$ cat src/rtl/cbm_pkg.sv
// cbm_pkg: shared definitions for the column bypass multiplier and its issue
// arbiter.
//   XLEN        operand / result width
//   RD_W        destination register tag width
//   arb_state_t issue arbiter FSM states
//   popcount32  set-bit count of a 32-bit word. It sets CBM latency and drives
//               the operand swap decision.
package cbm_pkg;

   localparam int XLEN = 32;
   localparam int RD_W = 5;

   typedef enum logic [1:0] {
      IDLE  = 2'd0,
      START = 2'd1,
      RUN   = 2'd2,
      RESP  = 2'd3
   } arb_state_t;

   function automatic logic [5:0] popcount32(input logic [XLEN-1:0] v);
      logic [5:0] n;
      n = '0;
      for (int i = 0; i < XLEN; i++) begin
         n = n + {5'd0, v[i]};
      end
      return n;
   endfunction

endpackage

$ cat src/rtl/column_bypass_multiplier.sv
// column_bypass_multiplier: iterative shift-add multiplier. It skips the zero
// columns of op_a and spends one busy cycle per set bit of op_a.
//   clk_i, rst_i       clock, synchronous active-high reset
//   start_i            one-cycle start strobe that loads the operands
//   op_a_i, op_b_i     multiplicand (iterated) and multiplier
//   rd_idx_i           destination tag; this instance carries no tag
//   done_o             one-cycle pulse after popcount(op_a) busy cycles
//   result_o           low XLEN bits of op_a*op_b, valid with done_o
module column_bypass_multiplier
   import cbm_pkg::*;
(
   input  logic            clk_i,
   input  logic            rst_i,
   input  logic            start_i,
   input  logic [XLEN-1:0] op_a_i,
   input  logic [XLEN-1:0] op_b_i,
   input  logic [RD_W-1:0] rd_idx_i,
   output logic            done_o,
   output logic [XLEN-1:0] result_o
);

   logic            busy_q;
   logic [XLEN-1:0] a_rem_q;
   logic [XLEN-1:0] b_q;
   logic [XLEN-1:0] acc_q;
   logic [4:0]      low_idx;
   logic [XLEN-1:0] a_next;
   logic [XLEN-1:0] acc_next;
   logic            rd_unused;

   assign rd_unused = ^rd_idx_i;

   // Lowest set column of the remaining multiplicand. Its shifted partial
   // product is added in this cycle, and the bit is then cleared.
   always_comb begin
      low_idx = '0;
      for (int i = XLEN - 1; i >= 0; i--) begin
         if (a_rem_q[i]) low_idx = i[4:0];
      end
      a_next   = a_rem_q & (a_rem_q - 1'b1);
      acc_next = acc_q + (b_q << low_idx);
   end

   // Control: a zero multiplicand finishes immediately after the start cycle.
   always_ff @(posedge clk_i) begin
      if (rst_i) begin
         busy_q <= 1'b0;
         done_o <= 1'b0;
      end else begin
         done_o <= 1'b0;
         if (start_i) begin
            busy_q <= (op_a_i != '0);
            done_o <= (op_a_i == '0);
         end else if (busy_q && (a_next == '0)) begin
            busy_q <= 1'b0;
            done_o <= 1'b1;
         end
      end
   end

   // Datapath
   always_ff @(posedge clk_i) begin
      if (start_i) begin
         a_rem_q  <= op_a_i;
         b_q      <= op_b_i;
         acc_q    <= '0;
         result_o <= '0;
      end else if (busy_q) begin
         a_rem_q <= a_next;
         acc_q   <= acc_next;
         if (a_next == '0) result_o <= acc_next;
      end
   end

endmodule

$ cat src/rtl/cbm_issue_arbiter.sv
// cbm_issue_arbiter: shares one column_bypass_multiplier between two issue
// requesters. It arbitrates round-robin. It optionally swaps the operands so
// the sparser one is iterated. It holds one tagged result for writeback and
// supports flush.
//   clk_i, rst_i                 clock, synchronous active-high reset
//   reqN_valid_i/ready_o         requester N handshake; ready is combinational
//   reqN_a_i, reqN_b_i, reqN_rd_i operands and destination tag
//   flush_i                      kills the pending or in-flight operation
//   resp_valid_o/ready_i         result handshake toward writeback
//   resp_result_o/rd_o/src_o     low product bits, tag, issuing requester
//   busy_o                       FSM is not idle
//   swap_count_o                 saturating count of swapped issues
module cbm_issue_arbiter
   import cbm_pkg::*;
#(
   parameter bit SWAP_EN = 1'b1,
   parameter int CNT_W   = 16
) (
   input  logic             clk_i,
   input  logic             rst_i,
   input  logic             req0_valid_i,
   output logic             req0_ready_o,
   input  logic [XLEN-1:0]  req0_a_i,
   input  logic [XLEN-1:0]  req0_b_i,
   input  logic [RD_W-1:0]  req0_rd_i,
   input  logic             req1_valid_i,
   output logic             req1_ready_o,
   input  logic [XLEN-1:0]  req1_a_i,
   input  logic [XLEN-1:0]  req1_b_i,
   input  logic [RD_W-1:0]  req1_rd_i,
   input  logic             flush_i,
   output logic             resp_valid_o,
   input  logic             resp_ready_i,
   output logic [XLEN-1:0]  resp_result_o,
   output logic [RD_W-1:0]  resp_rd_o,
   output logic             resp_src_o,
   output logic             busy_o,
   output logic [CNT_W-1:0] swap_count_o
);

   arb_state_t      state_q;
   logic            last_grant_q;
   logic            kill_q;
   logic            gnt0, gnt1, hs, do_swap, cbm_start, cbm_done;
   logic [XLEN-1:0] sel_a, sel_b, cbm_result;
   logic [RD_W-1:0] sel_rd;
   logic [XLEN-1:0] iss_a_p0, iss_b_p0;
   logic [RD_W-1:0] iss_rd_p0;
   logic            iss_src_p0;

   function automatic logic [CNT_W-1:0] sat_inc(input logic [CNT_W-1:0] v);
      return (&v) ? v : v + {{(CNT_W-1){1'b0}}, 1'b1};
   endfunction

   // A lone valid requester always wins. On contention, the side not served
   // last time wins.
   always_comb begin
      gnt0    = req0_valid_i & (~req1_valid_i | last_grant_q);
      gnt1    = req1_valid_i & (~req0_valid_i | ~last_grant_q);
      sel_a   = gnt1 ? req1_a_i  : req0_a_i;
      sel_b   = gnt1 ? req1_b_i  : req0_b_i;
      sel_rd  = gnt1 ? req1_rd_i : req0_rd_i;
      do_swap = SWAP_EN && (popcount32(sel_b) < popcount32(sel_a));
   end

   assign req0_ready_o = gnt0 & (state_q == IDLE) & ~flush_i & ~rst_i;
   assign req1_ready_o = gnt1 & (state_q == IDLE) & ~flush_i & ~rst_i;
   assign hs           = req0_ready_o | req1_ready_o;
   assign cbm_start    = (state_q == START);

   // Issue stage: the CBM iterates over iss_a_p0. The low product bits are
   // commutative, so a swap does not change the result.
   always_ff @(posedge clk_i) begin
      if (hs) begin
         iss_a_p0   <= do_swap ? sel_b : sel_a;
         iss_b_p0   <= do_swap ? sel_a : sel_b;
         iss_rd_p0  <= sel_rd;
         iss_src_p0 <= gnt1;
      end
   end

   column_bypass_multiplier u_cbm (
      .clk_i    (clk_i),
      .rst_i    (rst_i),
      .start_i  (cbm_start),
      .op_a_i   (iss_a_p0),
      .op_b_i   (iss_b_p0),
      .rd_idx_i ('0),
      .done_o   (cbm_done),
      .result_o (cbm_result)
   );

   // Control FSM and response stage. The CBM cannot abort, so a killed
   // operation still occupies the unit until done_o.
   always_ff @(posedge clk_i) begin
      if (rst_i) begin
         state_q       <= IDLE;
         last_grant_q  <= 1'b1;
         kill_q        <= 1'b0;
         resp_valid_o  <= 1'b0;
         resp_result_o <= '0;
         resp_rd_o     <= '0;
         resp_src_o    <= 1'b0;
         busy_o        <= 1'b0;
         swap_count_o  <= '0;
      end else begin
         case (state_q)
            IDLE: begin
               if (hs) begin
                  state_q      <= START;
                  busy_o       <= 1'b1;
                  last_grant_q <= gnt1;
                  if (do_swap) swap_count_o <= sat_inc(swap_count_o);
               end
            end
            START: begin
               state_q <= RUN;
               if (flush_i) kill_q <= 1'b1;
            end
            RUN: begin
               if (cbm_done) begin
                  if (kill_q | flush_i) begin
                     state_q <= IDLE;
                     busy_o  <= 1'b0;
                     kill_q  <= 1'b0;
                  end else begin
                     state_q       <= RESP;
                     resp_valid_o  <= 1'b1;
                     resp_result_o <= cbm_result;
                     resp_rd_o     <= iss_rd_p0;
                     resp_src_o    <= iss_src_p0;
                  end
               end else if (flush_i) begin
                  kill_q <= 1'b1;
               end
            end
            RESP: begin
               if (flush_i | resp_ready_i) begin
                  state_q      <= IDLE;
                  busy_o       <= 1'b0;
                  resp_valid_o <= 1'b0;
               end
            end
            default: state_q <= IDLE;
         endcase
      end
   end

endmodule

$ cat config.mk
export PLATFORM = sky130hd
export DESIGN_NAME = cbm_issue_arbiter
export DESIGN_NICKNAME = d
export VERILOG_FILES = /design/src/rtl/cbm_pkg.sv /design/src/rtl/column_bypass_multiplier.sv /design/src/rtl/cbm_issue_arbiter.sv
export SDC_FILE = /design/constraint.sdc
export NUM_CORES = 1
export LEC_CHECK = 0
export ABC_AREA = 1
export BUFFER_PORTS_ARGS = -buffer_cell sky130_fd_sc_hd__buf_4
export CORE_MARGIN = 5
export CORE_UTILIZATION = 53
export DETAILED_ROUTE_END_ITERATION = 6
export GPL_TIMING_DRIVEN = 0
export HOLD_SLACK_MARGIN = 0.12
export PLACE_DENSITY = 0.76
export SETUP_SLACK_MARGIN = 0.3
export SLEW_MARGIN = 20
export SYNTH_ARGS = -nofsm -noshare
export SYNTH_HDL_FRONTEND = slang
export SYNTH_HIERARCHICAL = 1
export SYNTH_SLANG_ARGS = --single-unit
export TNS_END_PERCENT = 1
$ cat constraint.sdc
create_clock -name clk_i -period 13.5 [get_ports clk_i]
set_input_delay 0.675 -clock clk_i [delete_from_list [all_inputs] [get_ports clk_i]]
set_output_delay 0.675 -clock clk_i [all_outputs]
set_load 0.01 [all_outputs]
Word-level counts from Yosys, hierarchy flattened
Index checks and enable logic that the tools add are counted.

Add/subtract/negate cells: 65. Equal/unequal tests: 9. Multiplexer cells: 59. Reduce and logical (&&, ||, !) cells: 19. Bitwise logic cells: 21. $mul: 0. Divide/modulo/power cells: 0. Magnitude comparators: 1. Shifts and indexed selects: 1.

Operators by type and width (number): adder 6 x 1 -> 6 bit (52); 2-to-1 mux 32 bit (6); 2-to-1 mux 5 bit (33); zero test 32 bit (2); adder 32 bit (1); bitwise AND 32 bit (1); nonzero test 32 bit (1); << shifter 32 x 5 -> 32 bit (1); subtractor 32 x 1 -> 32 bit, second input constant (1); adder 16 x 1 -> 16 bit, second input constant (1); AND reduction 16 bit (1); adder 5 x 1 -> 6 bit (2); 2-to-1 mux 1 bit (12); adder 4 x 1 -> 5 bit (2); adder 3 x 1 -> 4 bit (2); bitwise AND 1 bit (8); 2-to-1 mux 2 bit (4); inequality test 2 bit, second input constant (4); case mux 2 bit (4 select lines) (1); AND reduction 4 bit (2); nonzero test 2 bit (4); inverter 1 bit (7); adder 2 x 1 -> 3 bit (2); < comparator 6 bit (1); other kinds (14) (24).

Input bits: 144. Bits in read-only memories: 0. Output and inout bits: 58. Memories: 0. Register bits: 260. Latch bits: 0. Logic and storage cells: 194. RAM bits: 0.

Logic depth before layout (Yosys ltp)
Depth in word-level cells: 37. Gate-level depth with buffers: 62. Gate-level depth less buffers: 60.

Cells and area by module
The synthesis kept the hierarchy.

Modules (own cells, without submodules): column_bypass_multiplier (times used 1, sequential area each 3243.1 µm², cells an instance 1128, area each 8334.2 µm²); cbm_issue_arbiter (times used 1, sequential area each 3303.2 µm², cells an instance 988, area each 8086.5 µm²).

Worst setup path before layout
Ideal clock, no wire load.

Kind: in2reg. Start point: in req0_valid_i. End point: reg iss_a_p0[20] (data pin). Library setup time: 0.264 ns. Data arrival time: 6.751 ns. Path slack: 6.485 ns. Path buffers: 4. Required time: 13.236 ns. Stages on the path: 30. Cells stage by stage: nand2_1 > nand2_1 > inv_2 > clkbuf_1 > nand2_1 > and2_1 > inv_1 > fa_1 > fa_1 > fa_1 > inv_1 > fa_1 > inv_1 > fa_1 > fa_1 > ha_1 > inv_1 > fa_1 > o21a_1 > xor2_1 > ha_1 > nand2_1 > inv_1 > a21oi_1 > nand2_1 > buf_2 > buf_2 > buf_2 > nand2_1 > o21ai_0.

Cells in the longest elaborated chain, start to end: 37. Elaborated cells on any way between the ends: 69. Those cells by class: add/sub (62); order compare (1); mux (3); bitwise (3).

RTL lines: start: declaration (line cbm_issue_arbiter.sv:21) `input logic req0_valid_i,`; inverter 1 bit * (line cbm_issue_arbiter.sv:59) `gnt1 = req1_valid_i & (~req0_valid_i | ~last_grant_q);`; OR 1 bit * (line cbm_issue_arbiter.sv:59); bitwise AND 1 bit * (line cbm_issue_arbiter.sv:59); 2-to-1 mux 32 bit, on equally long branches (line cbm_issue_arbiter.sv:61, cbm_issue_arbiter.sv:60); adder 1 x 1 -> 2 bit (line cbm_pkg.sv:24) `n = n + {5'd0, v[i]};`; adder 2 x 1 -> 3 bit (line cbm_pkg.sv:24); adder 3 x 1 -> 4 bit (line cbm_pkg.sv:24); adder 4 x 1 -> 5 bit (line cbm_pkg.sv:24); adder 5 x 1 -> 6 bit (line cbm_pkg.sv:24); adder 6 x 1 -> 6 bit (26 in a row) (line cbm_pkg.sv:24); < comparator 6 bit (line cbm_issue_arbiter.sv:63) `do_swap = SWAP_EN && (popcount32(sel_b) < popcount32(sel_a));`; 2-to-1 mux 32 bit * (line cbm_issue_arbiter.sv:75) `iss_a_p0 <= do_swap ? sel_b : sel_a;`; end signal: assignment (line cbm_issue_arbiter.sv:75); end: declaration (line cbm_issue_arbiter.sv:47) `logic [XLEN-1:0] iss_a_p0, iss_b_p0;`.

Mark *: on every way between the ends. The rest lies on a longest branch, timed or not. A chain may end at the register's enable or synchronous reset.

Worst setup path in the final report
Start point: reg last_grant_q. End point: reg iss_a_p0[31] (data pin).

Cells in the longest elaborated chain, start to end: 37. Elaborated cells on any way between the ends: 69. Those cells by class: add/sub (62); order compare (1); mux (3); bitwise (3).

RTL lines: start: declaration (line cbm_issue_arbiter.sv:42) `logic last_grant_q;`; start signal: assignment (line cbm_issue_arbiter.sv:112) `last_grant_q <= gnt1;`; inverter 1 bit * (line cbm_issue_arbiter.sv:59); OR 1 bit * (line cbm_issue_arbiter.sv:59); bitwise AND 1 bit * (line cbm_issue_arbiter.sv:59); net gnt1 (line cbm_issue_arbiter.sv:44) `logic gnt0, gnt1, hs, do_swap, cbm_start, cbm_done;`; 2-to-1 mux 32 bit, on equally long branches (line cbm_issue_arbiter.sv:61, cbm_issue_arbiter.sv:60); adder 1 x 1 -> 2 bit (line cbm_pkg.sv:24); adder 2 x 1 -> 3 bit (line cbm_pkg.sv:24); adder 3 x 1 -> 4 bit (line cbm_pkg.sv:24); adder 4 x 1 -> 5 bit (line cbm_pkg.sv:24); adder 5 x 1 -> 6 bit (line cbm_pkg.sv:24); adder 6 x 1 -> 6 bit (26 in a row) (line cbm_pkg.sv:24); < comparator 6 bit (line cbm_issue_arbiter.sv:63); 2-to-1 mux 32 bit * (line cbm_issue_arbiter.sv:75).

Mark *: on every way through the listed nets, which the timed path passes. The rest lies on a longest branch.

==> run summary <==
outcome: finished clean
Crit Path Max Fanout: 10
CTS tree: done
worst path bufs/invs: 8
CTS buffer count: 28
drt first-iter violations: 1316
RSZ-0062 raised after global routing: no
Setup Fix Bufs, Post-CTS: 0
antenna violations before repair: 0
Post-CTS Hold Buffers: 0
WHS: 0.334 ns
Tightest Pin Transition: 0.890 ns
FP Rows: 64
Final Wtd Congestion: 0.993
detailed placement HPWL: 38.2 mm
Setup Skew: 0.0335 ns
Most Crowded Layer GR: met2
number of remaining DRC errors: 0
Starting Density: 53.7%
root buffer cell: clkbuf_16
final period utilization: 62.3%
Crit-path slowest cell: clkbuf_1
drt pass-1 iters: 5
via/cell ratio: 5.42
endpoints failing setup: 0
Port Buffers: 201
first-pass GRT wire length: 74.5 mm
Syn Inst Count: 2115
Worst Path Required: 13.77 ns
crit path launch: last_grant_q
Total Routing Usage GR: 27.2%
Clock Latency Late Sink: 0.56 ns
Setup crit end kind: flip-flop
path depth of the worst reg2reg path: 27
Crit Reg-Reg Endpoint: iss_a_p0[31]
via count: 15000
Max clock buf depth: 3
Final TNS setup: 0 ns
grt met2 use: 43.3%
largest net degree at the start of global routing: 33
R2R Setup Slk: 5.09 ns
total global routing overflow: 0
core area: 0.0306 sq mm
Max Cap Violations: 0
most frequent cells in the layout: nand2_1, inv_1, buf_4, o21ai_0, nor2_1
Max H-tree Level: 1
kind of critical path: flip-flop to flip-flop
most common cell after layout, fill and taps aside: nand2_1
crit path time final: 8.41 ns
post-CTS sizing: 0
Layout area overhead: 18.2%
Critical Path AT: 8.68 ns
number of top-level pins: 202
highest attainable clock frequency: 0.119 GHz
Synthesized Nets: 2359
routed length per instance: 17.0 microns
final hold viol count: 0
die area: 0.0346 sq mm
Diodes inserted: 0
grt met3 use: 5.53%
nets@finish: 2594
Mapped Area: 0.0164 sq mm
Final ANT Viol Nets: 0
Die H: 186 microns
CP delay by family, top: adder cells
Crit path depth: 27
class of the worst hold path: primary input to flip-flop
syn_area_per_cell: 7.76 sq um
met1 GRT Util: 38.7%
Slew headroom: 40.7%
max incr delay on CP: 0.70 ns
share of post-route cells with drive strength above 1: 16.2%
Synth Warn #: 6
Setup crit start kind: flip-flop
Max Slew Vio Count: 0
reg2reg start: last_grant_q
Clock Pin Slew Worst Setup and Hold Paths: 0.06 ns
clock sink total: 260
die width: 186 microns
vias in the first global route: 14400
worst setup path end: iss_a_p0[31]
Most common cell on crit path: fa_1
Post-Route WL: 47.1 mm
## routing by layer
layer	wire (microns)	up-vias
met5	0	-
met4	1010	0
met3	3910	68
met2	21600	567
met1	20600	7021
li1	-	7331
## worst min path at each step
stage                 startpoint       endpoint  slack (ns)  cells past startpoint
CTS                        rst_i   u_cbm/busy_q        0.31                      2
detailed placement  iss_b_p0[11]  u_cbm/b_q[11]        0.40                      0
finish                     rst_i   u_cbm/done_o        0.33                      2
global placement     iss_b_p0[5]   u_cbm/b_q[5]        0.40                      0
global route               rst_i   u_cbm/done_o        0.32                      2
floorplan            iss_b_p0[0]   u_cbm/b_q[0]        0.40                      0
## through the flow
stage                     area (sq um)  instances  util [%]  setup WS (ns)
after floorplan                  16400       2115         -           6.49
after detailed placement         18500       2716      60.6           4.76
after global placement           18400       2712      60.2           4.87
after global routing             19400       2767      63.5           4.76
after CTS                        19400       2767      63.5           5.19
final                            19400       2767      63.5           5.09
## layout make-up
class / count / area, sq um
inverter: 257 / 965
timing repair buffer: 205 / 1620
sequential: 260 / 6550
fill: 2702 / 11200
clock buffer: 33 / 739
clock inverter: 18 / 133
multi-input combinational: 1506 / 8450
buffer: 92 / 463
tap: 396 / 495
## sequential cells by signal, summed over array words and instances, names as in the netlist, 2 cells and up
signal and cells:
iss_a_p0 32, iss_b_p0 32, u_cbm/a_rem_q 32, u_cbm/b_q 32
iss_rd_p0 5, resp_rd_o 5, state_q 2, resp_result_o 32
swap_count_o 16, u_cbm/result_o 32, u_cbm/acc_q 32
Power is not shown: default switching activity piles up to over one toggle a cycle in this logic, so the estimate is an artifact.
